File: config.mk
export PLATFORM = sky130hd
export DESIGN_NAME = mem_access_master
export DESIGN_NICKNAME = d
export VERILOG_FILES = /design/src/rtl/mem_access_master.sv
export SDC_FILE = /design/constraint.sdc
export NUM_CORES = 1
export LEC_CHECK = 0
export CAP_MARGIN = 20
export CORE_ASPECT_RATIO = 2
export CORE_UTILIZATION = 35
export DETAILED_ROUTE_END_ITERATION = 12
export HOLD_SLACK_MARGIN = 0.15
export PLACE_DENSITY = 0.7
export SLEW_MARGIN = 20
export SYNTH_ARGS = -nofsm -noshare
export SYNTH_HDL_FRONTEND = slang
export SYNTH_SLANG_ARGS = --single-unit
export TNS_END_PERCENT = 50
File: constraint.sdc
create_clock -name clk_50M -period 4.8 [get_ports clk_50M]
set_input_delay 0.96 -clock clk_50M [delete_from_list [all_inputs] [get_ports clk_50M]]
set_output_delay 0.96 -clock clk_50M [all_outputs]
set_load 0.1 [all_outputs]
File: src/rtl/mem_access_master.sv
`default_nettype none
// +----------------------------------------------------------------------------+
// | mem_access_master: turns one MEM-stage load/store into a timed ram2_* bus   |
// | cycle with lane selects, store replication and load extension.             |
// | Optional macro UART_MMIO_FAST_EN: serial MMIO addresses skip HOLD.         |
// | Revision: 1.0                                                              |
// +----------------------------------------------------------------------------+
module mem_access_master #(
  parameter int WAIT_CYCLES = 1
) (
  input  logic        clk_50M,
  input  logic        rst,
  input  logic        req_i,
  input  logic [2:0]  op_i,
  input  logic [31:0] addr_i,
  input  logic [31:0] wdata_i,
  output logic [31:0] rdata_o,
  output logic        done_o,
  output logic        err_o,
  output logic        stall_o,
  output logic [31:0] ram2_addr_o,
  output logic [31:0] ram2_data_o,
  input  logic [31:0] ram2_data_i,
  output logic        ram2_we_o,
  output logic [3:0]  ram2_sel_o,
  output logic        ram2_ce_o
);

`ifdef UART_MMIO_FAST_EN
  localparam bit FAST_EN = 1'b1;
`else
  localparam bit FAST_EN = 1'b0;
`endif

  localparam logic [3:0]  HOLD_INIT = 4'(WAIT_CYCLES - 1);
  localparam logic [31:0] UART_DATA = 32'hBFD0_03F8;
  localparam logic [31:0] UART_STAT = 32'hBFD0_03FC;

  typedef enum logic [2:0] {S_IDLE, S_SETUP, S_HOLD, S_DONE, S_ERR} state_t;

  state_t      state;
  logic [3:0]  cnt;
  logic [2:0]  op_q;
  logic [1:0]  lo_q;
  logic        fast_q;
  logic        busy;

  logic        is_store;
  logic        misaligned;
  logic        fast_hit;

  function automatic logic [31:0] load_ext(input logic [2:0] op, input logic [1:0] lo,
                                           input logic [31:0] w);
    logic [7:0]  b;
    logic [15:0] h;
    b = w[8*lo +: 8];
    h = lo[1] ? w[31:16] : w[15:0];
    case (op)
      3'd0:    load_ext = {{24{b[7]}}, b};
      3'd1:    load_ext = {24'd0, b};
      3'd2:    load_ext = {{16{h[15]}}, h};
      3'd3:    load_ext = {16'd0, h};
      default: load_ext = w;
    endcase
  endfunction

  function automatic logic [3:0] lane_sel(input logic [2:0] op, input logic [1:0] lo);
    case (op)
      3'd0, 3'd1, 3'd5: lane_sel = ~(4'b0001 << lo);
      3'd2, 3'd3, 3'd6: lane_sel = lo[1] ? 4'b0011 : 4'b1100;
      default:          lane_sel = 4'b0000;
    endcase
  endfunction

  function automatic logic [31:0] store_rep(input logic [2:0] op, input logic [31:0] d);
    case (op)
      3'd5:    store_rep = {4{d[7:0]}};
      3'd6:    store_rep = {2{d[15:0]}};
      default: store_rep = d;
    endcase
  endfunction

  assign is_store   = op_i[2] & (op_i[1] | op_i[0]);
  assign misaligned = ((op_i == 3'd2 || op_i == 3'd3 || op_i == 3'd6) && addr_i[0]) ||
                      ((op_i == 3'd4 || op_i == 3'd7) && addr_i[1:0] != 2'b00);
  assign fast_hit   = FAST_EN && (addr_i == UART_DATA || addr_i == UART_STAT);

  // The pipeline must freeze in the very cycle a request appears, before the FSM reacts.
  assign stall_o = busy | ((state == S_IDLE) & req_i);

  always_ff @(posedge clk_50M or negedge rst) begin
    if (!rst) begin
      state       <= S_IDLE;
      cnt         <= 4'd0;
      op_q        <= 3'd0;
      lo_q        <= 2'd0;
      fast_q      <= 1'b0;
      busy        <= 1'b0;
      rdata_o     <= 32'd0;
      done_o      <= 1'b0;
      err_o       <= 1'b0;
      ram2_addr_o <= 32'd0;
      ram2_data_o <= 32'd0;
      ram2_we_o   <= 1'b1;
      ram2_sel_o  <= 4'b1111;
      ram2_ce_o   <= 1'b0;
    end else begin
      done_o <= 1'b0;
      err_o  <= 1'b0;
      case (state)
        S_IDLE: begin
          if (req_i) begin
            if (misaligned) begin
              state   <= S_ERR;
              done_o  <= 1'b1;
              err_o   <= 1'b1;
              rdata_o <= 32'd0;
            end else begin
              state       <= S_SETUP;
              busy        <= 1'b1;
              op_q        <= op_i;
              lo_q        <= addr_i[1:0];
              fast_q      <= fast_hit;
              cnt         <= HOLD_INIT;
              ram2_ce_o   <= 1'b1;
              ram2_addr_o <= {addr_i[31:2], 2'b00};
              ram2_sel_o  <= lane_sel(op_i, addr_i[1:0]);
              ram2_data_o <= store_rep(op_i, wdata_i);
              // Fast MMIO stores have no HOLD, so they strobe during SETUP.
              ram2_we_o   <= ~(fast_hit & is_store);
            end
          end
        end
        S_SETUP: begin
          if (fast_q) begin
            state      <= S_DONE;
            busy       <= 1'b0;
            done_o     <= 1'b1;
            rdata_o    <= load_ext(op_q, lo_q, ram2_data_i);
            ram2_ce_o  <= 1'b0;
            ram2_we_o  <= 1'b1;
            ram2_sel_o <= 4'b1111;
          end else begin
            state     <= S_HOLD;
            ram2_we_o <= ~(op_q[2] & (op_q[1] | op_q[0]));
          end
        end
        S_HOLD: begin
          if (cnt == 4'd0) begin
            state      <= S_DONE;
            busy       <= 1'b0;
            done_o     <= 1'b1;
            rdata_o    <= load_ext(op_q, lo_q, ram2_data_i);
            ram2_ce_o  <= 1'b0;
            ram2_we_o  <= 1'b1;
            ram2_sel_o <= 4'b1111;
          end else begin
            cnt <= cnt - 4'd1;
          end
        end
        S_DONE:  state <= S_IDLE;
        S_ERR:   state <= S_IDLE;
        default: state <= S_IDLE;
      endcase
    end
  end

endmodule
`default_nettype wire

==> key figures, run 1 <==
Run status
  – Status: complete, no violations

Setup path
  – Crit end category: flop
  – Kind of start point of the critical path: input pin
  – Max Fanout on Critical Path: 52
  – Critical Path AT: 3750 ps
  – Setup CP Type: in2reg
  – Worst EP required: 5120 ps
  – Worst R2R Setup Slack: 2170 ps

Clocking
  – Clock buffer count from CTS: 17
  – Clk root buf: clkbuf_16
  – Clock transition at path regs: 60 ps
  – Maximum root-to-sink buffer count: 2
  – CTS tree: yes
  – Clk_lat worst skew: 400 ps
  – H-tree depth: 4
  – Hold-fix buffers at CTS: 0
  – Postcts setup bufs: 0
  – # clock sinks: 114
  – Cts repair resizes: 0

Synth
  – Area leader, netlist: dfrtp_1
  – Async S/R FF share, synth: 100%
  – Commonest cells post-synth: nand2_1 (165), dfrtp_1 (109), o21ai_0 (44)
  – Mapped Area: 5460 um^2
  – Sequential-to-total area share from yosys stat: 52.3%
  – Synth Warn #: 0
  – Share of the synthesized area in the top cell type: 49.9%
  – Synth Register Bits: 114
  – Mapped Cells: 588
  – Count leader, synth: nand2_1
  – Top FF cell, synth: dfrtp_1
  – Synth top area cells: dfrtp_1 (50%), nand2_1 (11%), mux2i_1 (4.8%), o21ai_0 (4.0%), nand2b_1 (2.9%)
  – Yosys cell types: 49
  – Mapped Avg Cell Area: 9.29 um^2
  – Post-synth EDFFs: 0

Timing
  – Tcrit/Tclk final: 71.3%
  – Worst-Margin Slew: 1090 ps
  – Endpoints failing setup: 0
  – Worst Clk Skew: 9.02 ps
  – Final setup TNS: 0 ps
  – Rel. slew slack: 27.4%
  – Hold Fails Final Rpt: 0
  – Fmax achieved: 0.292 GHz
  – Fin crit period: 3420 ps
  – Pins Over Slew Limit: 0
  – RSZ-0062 raised after global routing: no

Place
  – IO Port Bufs: 204
  – Placed cell count: 958
  – Area after DPL: 7640 um^2
  – Hpwl dp: 12.8 mm
  – Gpl congestion: 0.809

GRT
  – GRT Util Overall: 21.6%
  – Largest net degree at the start of global routing: 53
  – First-pass GRT wire length: 27.1 mm
  – Initial antenna violation count: 0
  – Remaining Overflow, GRT: 0
  – Vias in the first global route: 5153

Drt
  – Initial DRC Count: 255
  – Final Routed Wirelength: 17.1 mm
  – Wire length per cell: 17.2 um
  – First-pass detailed-route iteration total: 4
  – Antenna Violating Nets Remaining: 0
  – Routed vias: 5052
  – Vias per inst: 5.10
  – DR DRC count: 0

Worst hold path
  – Worst Hold Class: reg2reg

Die
  – DIE HEIGHT: 179 um
  – CORE AREA: 15300 um^2
  – FP Rows: 64
  – Die area: 16100 um^2
  – Starting density of the core: 35.7%
  – Top Ports: 207
  – Die extent in x: 90.3 um

Run
  – Maximum capacitance violations: 0

Layout
  – Final #Nets: 883
  – Fin cells: 990
  – Layout cells sized above 1: 7.45%
  – Ant. Diodes: 0
  – Design Area, Final: 8230 um^2
  – Area Growth Syn to Fin: 50.6%
## worst paths after layout
check	cells past startpoint	start	endpoint
setup / recovery	8	op_i[1]	ram2_sel_o[1]
hold / removal	2	ram2_addr_o[6]	ram2_addr_o[6]
setup reg to reg	5	lo_q[0]	rdata_o[5]
hold reg to reg	2	ram2_addr_o[6]	ram2_addr_o[6]
max in group asynchronous	2	rst	op_q[2]
min in group asynchronous	1	rst	ram2_data_o[17]
## through the flow
| step | util, % | worst slack [ps] | hold slack, ps |
|---|---|---|---|
| 2_1_floorplan | - | 2010 | 462 |
| 3_3_place_gp | 50.0 | 1200 | 461 |
| 3_5_place_dp | 50.0 | 1120 | 463 |
| 4_1_cts | 53.7 | 1540 | 476 |
| 5_1_grt | 53.8 | 1210 | 508 |
| 6_report | 53.8 | 1380 | 476 |
## area by class of cell
class / instances / area, um^2
fillers: 1375 / 7070
flip-flops and latches: 114 / 2860
multi-input cells: 418 / 2370
repair buffers: 215 / 2120
clock buffers: 19 / 443
well taps: 198 / 248
clock inverters: 13 / 136
inverters: 13 / 48.8
## flip-flops by register name (all words and copies together) (netlist names)
register / count
done_o: 1
state: 3
cnt: 4
err_o: 1
rdata_o: 32
ram2_addr_o: 30
op_q: 3
lo_q: 2
ram2_sel_o: 4
busy: 1
ram2_data_o: 32
ram2_we_o: 1
## metal layers
metal | GRT usage, % | vias to the layer above | part of all wire [%]
met5 | 0 | - | 0
met4 | 11.0 | 0 | 3.5
met3 | 3.99 | 33 | 4.2
met2 | 40.7 | 177 | 56
met1 | 22.8 | 2446 | 37
li1 | - | 2396 | -
## cells in the final DEF (no fill, tap or decap), drive strengths merged, types with 7 or more instances in the layout
master           n
o221ai           8
dfrtp          109
o21ai           53
a22o            17
inv             13
mux2i           26
o2bb2ai          7
clkbuf          19
buf             13
a21oi           18
a32o             7
clkinv           7
nand2b          25
clkdlybuf4s50  202
a211oi           7
nand2          165
nor2            22
## kinds of logic after synthesis
| logic type | count (synthesis) | share of synthesized area [%] |
|---|---|---|
| other cells | 1 | 0.0686 |
| simple gates | 242 | 19.7 |
| xor+xnor | 3 | 0.481 |
| fa+ha+maj | 2 | 0.458 |
| buf+inv | 57 | 4.67 |
| flops | 114 | 52.3 |
| mux | 27 | 4.97 |
| compound gates | 142 | 17.3 |
## worst max-delay path, stage by stage
cell and delay, ps:
clkdlybuf4s50_1 450, buf_4 280, nand2_1 120, o21ai_0 380, or3_2 700, buf_4 530, o21ai_0 170, o21ai_1 110
Power of run 1 is not shown: default switching activity piles up to over one toggle a cycle in this logic, so the estimate is an artifact.
==> run 2: changes to the inputs <==
==> constraint.sdc (replaced) <==
create_clock -name clk_50M -period 3.2 [get_ports clk_50M]
set_input_delay 0.64 -clock clk_50M [delete_from_list [all_inputs] [get_ports clk_50M]]
set_output_delay 0.64 -clock clk_50M [all_outputs]
set_load 0.1 [all_outputs]
==> run 2 against run 1 <==
Net effect:
- count of clock-buffer cells in the layout decreased by 1
- via count is 0.79% lower
- routed wire length is 1.5% lower
- largest cell class unchanged
- non-clock buffer count up 3
- register-to-register slack got worse by 1300 ps
- critical path type unchanged
- clock skew shrank 2.3 ps
==> key figures, run 2 (synthesized netlist as in run 1, its figures left out) <==
GRT
  – GRT Util Overall: 21.4% (-0.20 points)
  – Remaining Overflow, GRT: 0 (unchanged)
  – Initial antenna violation count: 0 (unchanged)
  – Vias in the first global route: 5075 (-1.5%)
  – First-pass GRT wire length: 26.6 mm (-2.0%)
  – Largest net degree at the start of global routing: 55 (+3.8%)

Clocking
  – Clock buffer count from CTS: 17 (unchanged)
  – Clk root buf: clkbuf_16
  – H-tree depth: 4 (unchanged)
  – Postcts setup bufs: 0 (unchanged)
  – Clock transition at path regs: 60 ps (about the same)
  – Maximum root-to-sink buffer count: 2 (unchanged)
  – # clock sinks: 114 (unchanged)
  – Clk_lat worst skew: 410 ps (about the same)
  – Cts repair resizes: 0 (unchanged)
  – CTS tree: yes
  – Hold-fix buffers at CTS: 0 (unchanged)

Layout
  – Final #Nets: 886 (+0.34%)
  – Layout cells sized above 1: 20.6% (+13 points)
  – Area Growth Syn to Fin: 48.6%
  – Design Area, Final: 8120 um^2 (-1.3%)
  – Ant. Diodes: 0 (unchanged)
  – Commonest non-fill, non-tap cell in the layout: nand2_1
  – Biggest registers after layout: ram2_data_o: 32 flops, rdata_o: 32 flops, ram2_addr_o: 30 flops
  – Final core utilization: 53.1% (-0.70 points)
  – Most frequent cells in the layout: nand2_1 (165), buf_4 (115), dfrtp_1 (109)

Timing
  – Fmax achieved: 0.399 GHz
  – Hold Fails Final Rpt: 0 (unchanged)
  – Worst-Margin Slew: 912 ps (-173 ps)
  – Worst Clk Skew: 6.77 ps (-2.26 ps)
  – Tcrit/Tclk final: 78.4%
  – Endpoints failing setup: 0 (unchanged)
  – RSZ-0062 raised after global routing: no
  – Pins Over Slew Limit: 0 (unchanged)
  – Final setup TNS: 0 ps (unchanged)
  – Rel. slew slack: 39.1% (+12 points)
  – Fin crit period: 2510 ps

Place
  – Hpwl dp: 12.6 mm (-1.9%)
  – Gpl congestion: 0.879 (+8.7%)
  – Area after DPL: 7450 um^2 (-2.6%)
  – IO Port Bufs: 204 (unchanged)

Drt
  – Final Routed Wirelength: 16.8 mm (-1.5%)
  – First-pass detailed-route iteration total: 6 (+2)
  – DR DRC count: 0 (unchanged)
  – Antenna Violating Nets Remaining: 0 (unchanged)
  – Initial DRC Count: 232 (-9.0%)
  – Vias per inst: 5.05 (-1.1%)
  – Routed vias: 5012 (-0.79%)
  – Wire length per cell: 16.9 um (-1.8%)

Die
  – Starting density of the core: 35.7% (unchanged)
  – Top Ports: 207 (unchanged)
  – Die extent in x: 90.3 um (unchanged)
  – DIE HEIGHT: 179 um (unchanged)
  – CORE AREA: 15300 um^2 (unchanged)
  – FP Rows: 64 (unchanged)
  – Die area: 16100 um^2 (unchanged)

Setup path
  – Crit Reg-Reg Endpoint: rdata_o[29]
  – Crit end category: flop
  – Worst EP required: 3520 ps (-1600 ps)
  – Worst reg2reg startpoint: lo_q[1]
  – Crit-path max cell delay: 690 ps (about the same)
  – Kind of start point of the critical path: input pin
  – Worst R2R Setup Slack: 870 ps (-1300 ps)
  – Critical-path top delay cell: or3_2
  – Critical Path AT: 2830 ps (-920 ps)
  – Worst reg2reg path depth: 5 (unchanged)
  – Critical path cell sequence: clkdlybuf4s50_1 > nor2b_4 > o21a_1 > or3_2 > buf_12 > o21ai_0
  – Max Fanout on Critical Path: 53 (+1.9%)
  – Setup CP Type: in2reg

Run
  – Maximum capacitance violations: 0 (unchanged)

Worst hold path
  – Worst Hold Class: in2async

Run status
  – Status: complete, no violations
run 2: layout make-up:
type	instances	area [um^2]
Fill cell	1388	7170
Clock buffer	18	439
Clock inverter	14	235
Sequential cell	114	2860
Multi-Input combinational cell	418	2370
Inverter	13	48.8
Timing Repair Buffer	218	1920
Tap cell	198	248
run 2: stage by stage:
step	setup slack, ps	hold WS, ps	cells
after floorplan	780	344	589
after global routing	592	343	993
final	692	280	993
after CTS	708	309	993
after detailed placement	284	463	961
after global placement	328	463	961
run 2: metal layers:
| metal | global-route usage [%] | wire length [um] | vias to the layer above |
|---|---|---|---|
| met4 | 12.4 | 714 | 0 |
| met2 | 39.3 | 9250 | 200 |
| met1 | 22.2 | 6010 | 2378 |
| li1 | - | - | 2397 |
| met5 | 0 | 0 | - |
| met3 | 4.96 | 846 | 37 |
run 2: worst max path at each step:
stage / slack [ps] / to / start
4_1_cts: 710 / ram2_data_o[17] / addr_i[1]
3_3_place_gp: 330 / lo_q[1] / addr_i[1]
2_1_floorplan: 780 / stall_o / busy
3_5_place_dp: 280 / ram2_data_o[18] / addr_i[1]
6_report: 690 / ram2_data_o[17] / addr_i[1]
5_1_grt: 590 / ram2_sel_o[1] / addr_i[1]
run 2: worst max-delay path, delay by kind of cell:
| kind | cells | cell delay [ps] |
|---|---|---|
| AND/OR/NAND/NOR | 2 | 910 |
| buffers and inverters | 2 | 850 |
| AO/OA/AOI/OAI | 2 | 400 |
Power of run 2 is left out for the same reason.
==> run 3: changes to the inputs <==
==> constraint.sdc (replaced) <==
create_clock -name clk_50M -period 2.38 [get_ports clk_50M]
set_input_delay 0.476 -clock clk_50M [delete_from_list [all_inputs] [get_ports clk_50M]]
set_output_delay 0.476 -clock clk_50M [all_outputs]
set_load 0.1 [all_outputs]
==> run 3 against run 2 <==
Net effect:
- utilization is 0.42 points higher
- count of clock-buffer cells in the layout increased by 3
- worst setup slack lost 490 ps
- first-iteration DRC count up 28%
- sequential share of layout area down 0.27 points
- worst hold slack improved by 190 ps
- cell count increased by 1.7%
- routed wire length about the same
- flip-flop and latch count unchanged
- clock skew hardly changed
- critical path type is now reg2out
- critical endpoint is now stall_o
- highest routed layer unchanged
==> key figures, run 3 (synthesized netlist as in run 1, its figures left out) <==
Die
  – FP Rows: 64 (unchanged)
  – Top Ports: 207 (unchanged)
  – DIE HEIGHT: 179 um (unchanged)
  – CORE AREA: 15300 um^2 (unchanged)
  – Starting density of the core: 35.7% (unchanged)
  – Die area: 16100 um^2 (unchanged)
  – Die extent in x: 90.3 um (unchanged)

Place
  – Area after DPL: 7600 um^2 (+2.0%)
  – Hpwl dp: 12.8 mm (+1.4%)
  – Pre-CTS setup slack: -71.7 ps (-356 ps)
  – Gpl congestion: 0.828 (-5.9%)
  – IO Port Bufs: 204 (unchanged)

Drt
  – Final Routed Wirelength: 16.8 mm (about the same)
  – Wire length on met3: 750 um (-11%)
  – Routed wl met2: 9.11 mm (-1.4%)
  – DR DRC count: 0 (unchanged)
  – Wire length per cell: 16.7 um (-1.6%)
  – Antenna Violating Nets Remaining: 0 (unchanged)
  – Initial DRC Count: 297 (+28%)
  – Routed vias: 5094 (+1.6%)
  – Top sig layer: met4
  – Vias per inst: 5.04 (about the same)
  – Met1 WL: 6.10 mm (+1.5%)
  – First-pass detailed-route iteration total: 4 (-2)

Setup path
  – Critical Path AT: 1710 ps (-1120 ps)
  – Max Fanout on Critical Path: 8 (-85%)
  – Worst EP required: 1900 ps (-1620 ps)
  – Crit end category: output port
  – Setup CP Type: reg2out
  – Kind of start point of the critical path: flop

Layout
  – Design Area, Final: 8180 um^2 (+0.79%)
  – Final #Nets: 902 (+1.8%)
  – Fillcell total: 1386 (-0.14%)
  – Most frequent cells in the layout: nand2_1 (165), buf_4 (127), dfrtp_1 (109)
  – Area Growth Syn to Fin: 49.8%
  – Commonest non-fill, non-tap cell in the layout: nand2_1
  – Layout cells sized above 1: 21.9% (+1.2 points)
  – Biggest registers after layout: ram2_data_o: 32 flops, rdata_o: 32 flops, ram2_addr_o: 30 flops

Timing
  – Pins Over Slew Limit: 0 (unchanged)
  – Rel. slew slack: 39.0% (-0.11 points)
  – Final critical-path setup slack: 199 ps (-493 ps)
  – Fmax achieved: 0.459 GHz
  – Hold Fails Final Rpt: 0 (unchanged)
  – Final setup TNS: 0 ps (unchanged)
  – Tcrit/Tclk final: 91.6%
  – Endpoints failing setup: 0 (unchanged)
  – Fin crit period: 2180 ps
  – Hold slack: 473 ps (+193 ps)
  – Worst Clk Skew: 7.12 ps (+0.359 ps)
  – Worst-Margin Slew: 914 ps (+1.63 ps)
  – RSZ-0062 raised after global routing: no

Run status
  – Status: complete, no violations

GRT
  – Initial antenna violation count: 2 (+2)
  – Largest net degree at the start of global routing: 71 (+29%)
  – GRT Util Overall: 21.1% (-0.36 points)
  – Remaining Overflow, GRT: 0 (unchanged)
  – First-pass GRT wire length: 26.6 mm (+0.10%)
  – Vias in the first global route: 5235 (+3.2%)

Clocking
  – Clk root buf: clkbuf_16
  – CTS tree: yes
  – Clock transition at path regs: 50 ps (about the same)
  – Clk_lat worst skew: 400 ps (about the same)
  – # clock sinks: 114 (unchanged)
  – Clock buffer count from CTS: 17 (unchanged)
  – Maximum root-to-sink buffer count: 2 (unchanged)
  – H-tree depth: 4 (unchanged)

Worst hold path
  – Worst Hold Class: reg2reg

Run
  – Maximum capacitance violations: 0 (unchanged)
-- run 3: stage by stage --
stage / util, % / std cells
2_1_floorplan: - / 589
3_3_place_gp: 49.7 / 976
3_5_place_dp: 49.7 / 976
4_1_cts: 53.5 / 1008
5_1_grt: 53.5 / 1010
6_report: 53.5 / 1010
-- run 3: layout make-up --
type	instances	area [um^2]	area share [%]
Clock buffer	21	460	5.63
Multi-Input combinational cell	418	2370	28.9
Tap cell	198	248	3.03
Inverter	13	48.8	0.596
Antenna cell	2	5.00	0.0612
Timing Repair Buffer	234	2080	25.5
Sequential cell	114	2860	34.9
Clock inverter	10	110	1.35
-- run 3: critical path: stages (launching register included) --
cell and delay (ps):
dfrtp_1 470, nor2_2 160, nand3b_1 190, buf_4 200, nand2b_1 110, buf_12 180
-- run 3: worst paths after layout --
check,start,cells after the start,to,slack (ps)
setup / recovery,state[0],5,stall_o,200
hold / removal,ram2_data_o[0],2,ram2_data_o[0],470
setup reg to reg,cnt[0],6,rdata_o[8],300
hold reg to reg,ram2_data_o[0],2,ram2_data_o[0],470
max in group asynchronous,rst,3,ram2_sel_o[0],1080
min in group asynchronous,rst,2,ram2_data_o[13],580
-- run 3: layer usage --
layer  up-vias  track usage (%)
met5         -                0
met4         0             13.8
met3        45             4.03
met2       173             38.3
met1      2443             22.0
li1       2433                -
-- run 3: timing repair --
item                       CTS  global route
hold endpoints to repair    34             0
resized for setup            0             1
setup endpoints to repair    0             1
buffers inserted             0             0
hold buffers                 1             0
Power of run 3 is left out for the same reason.
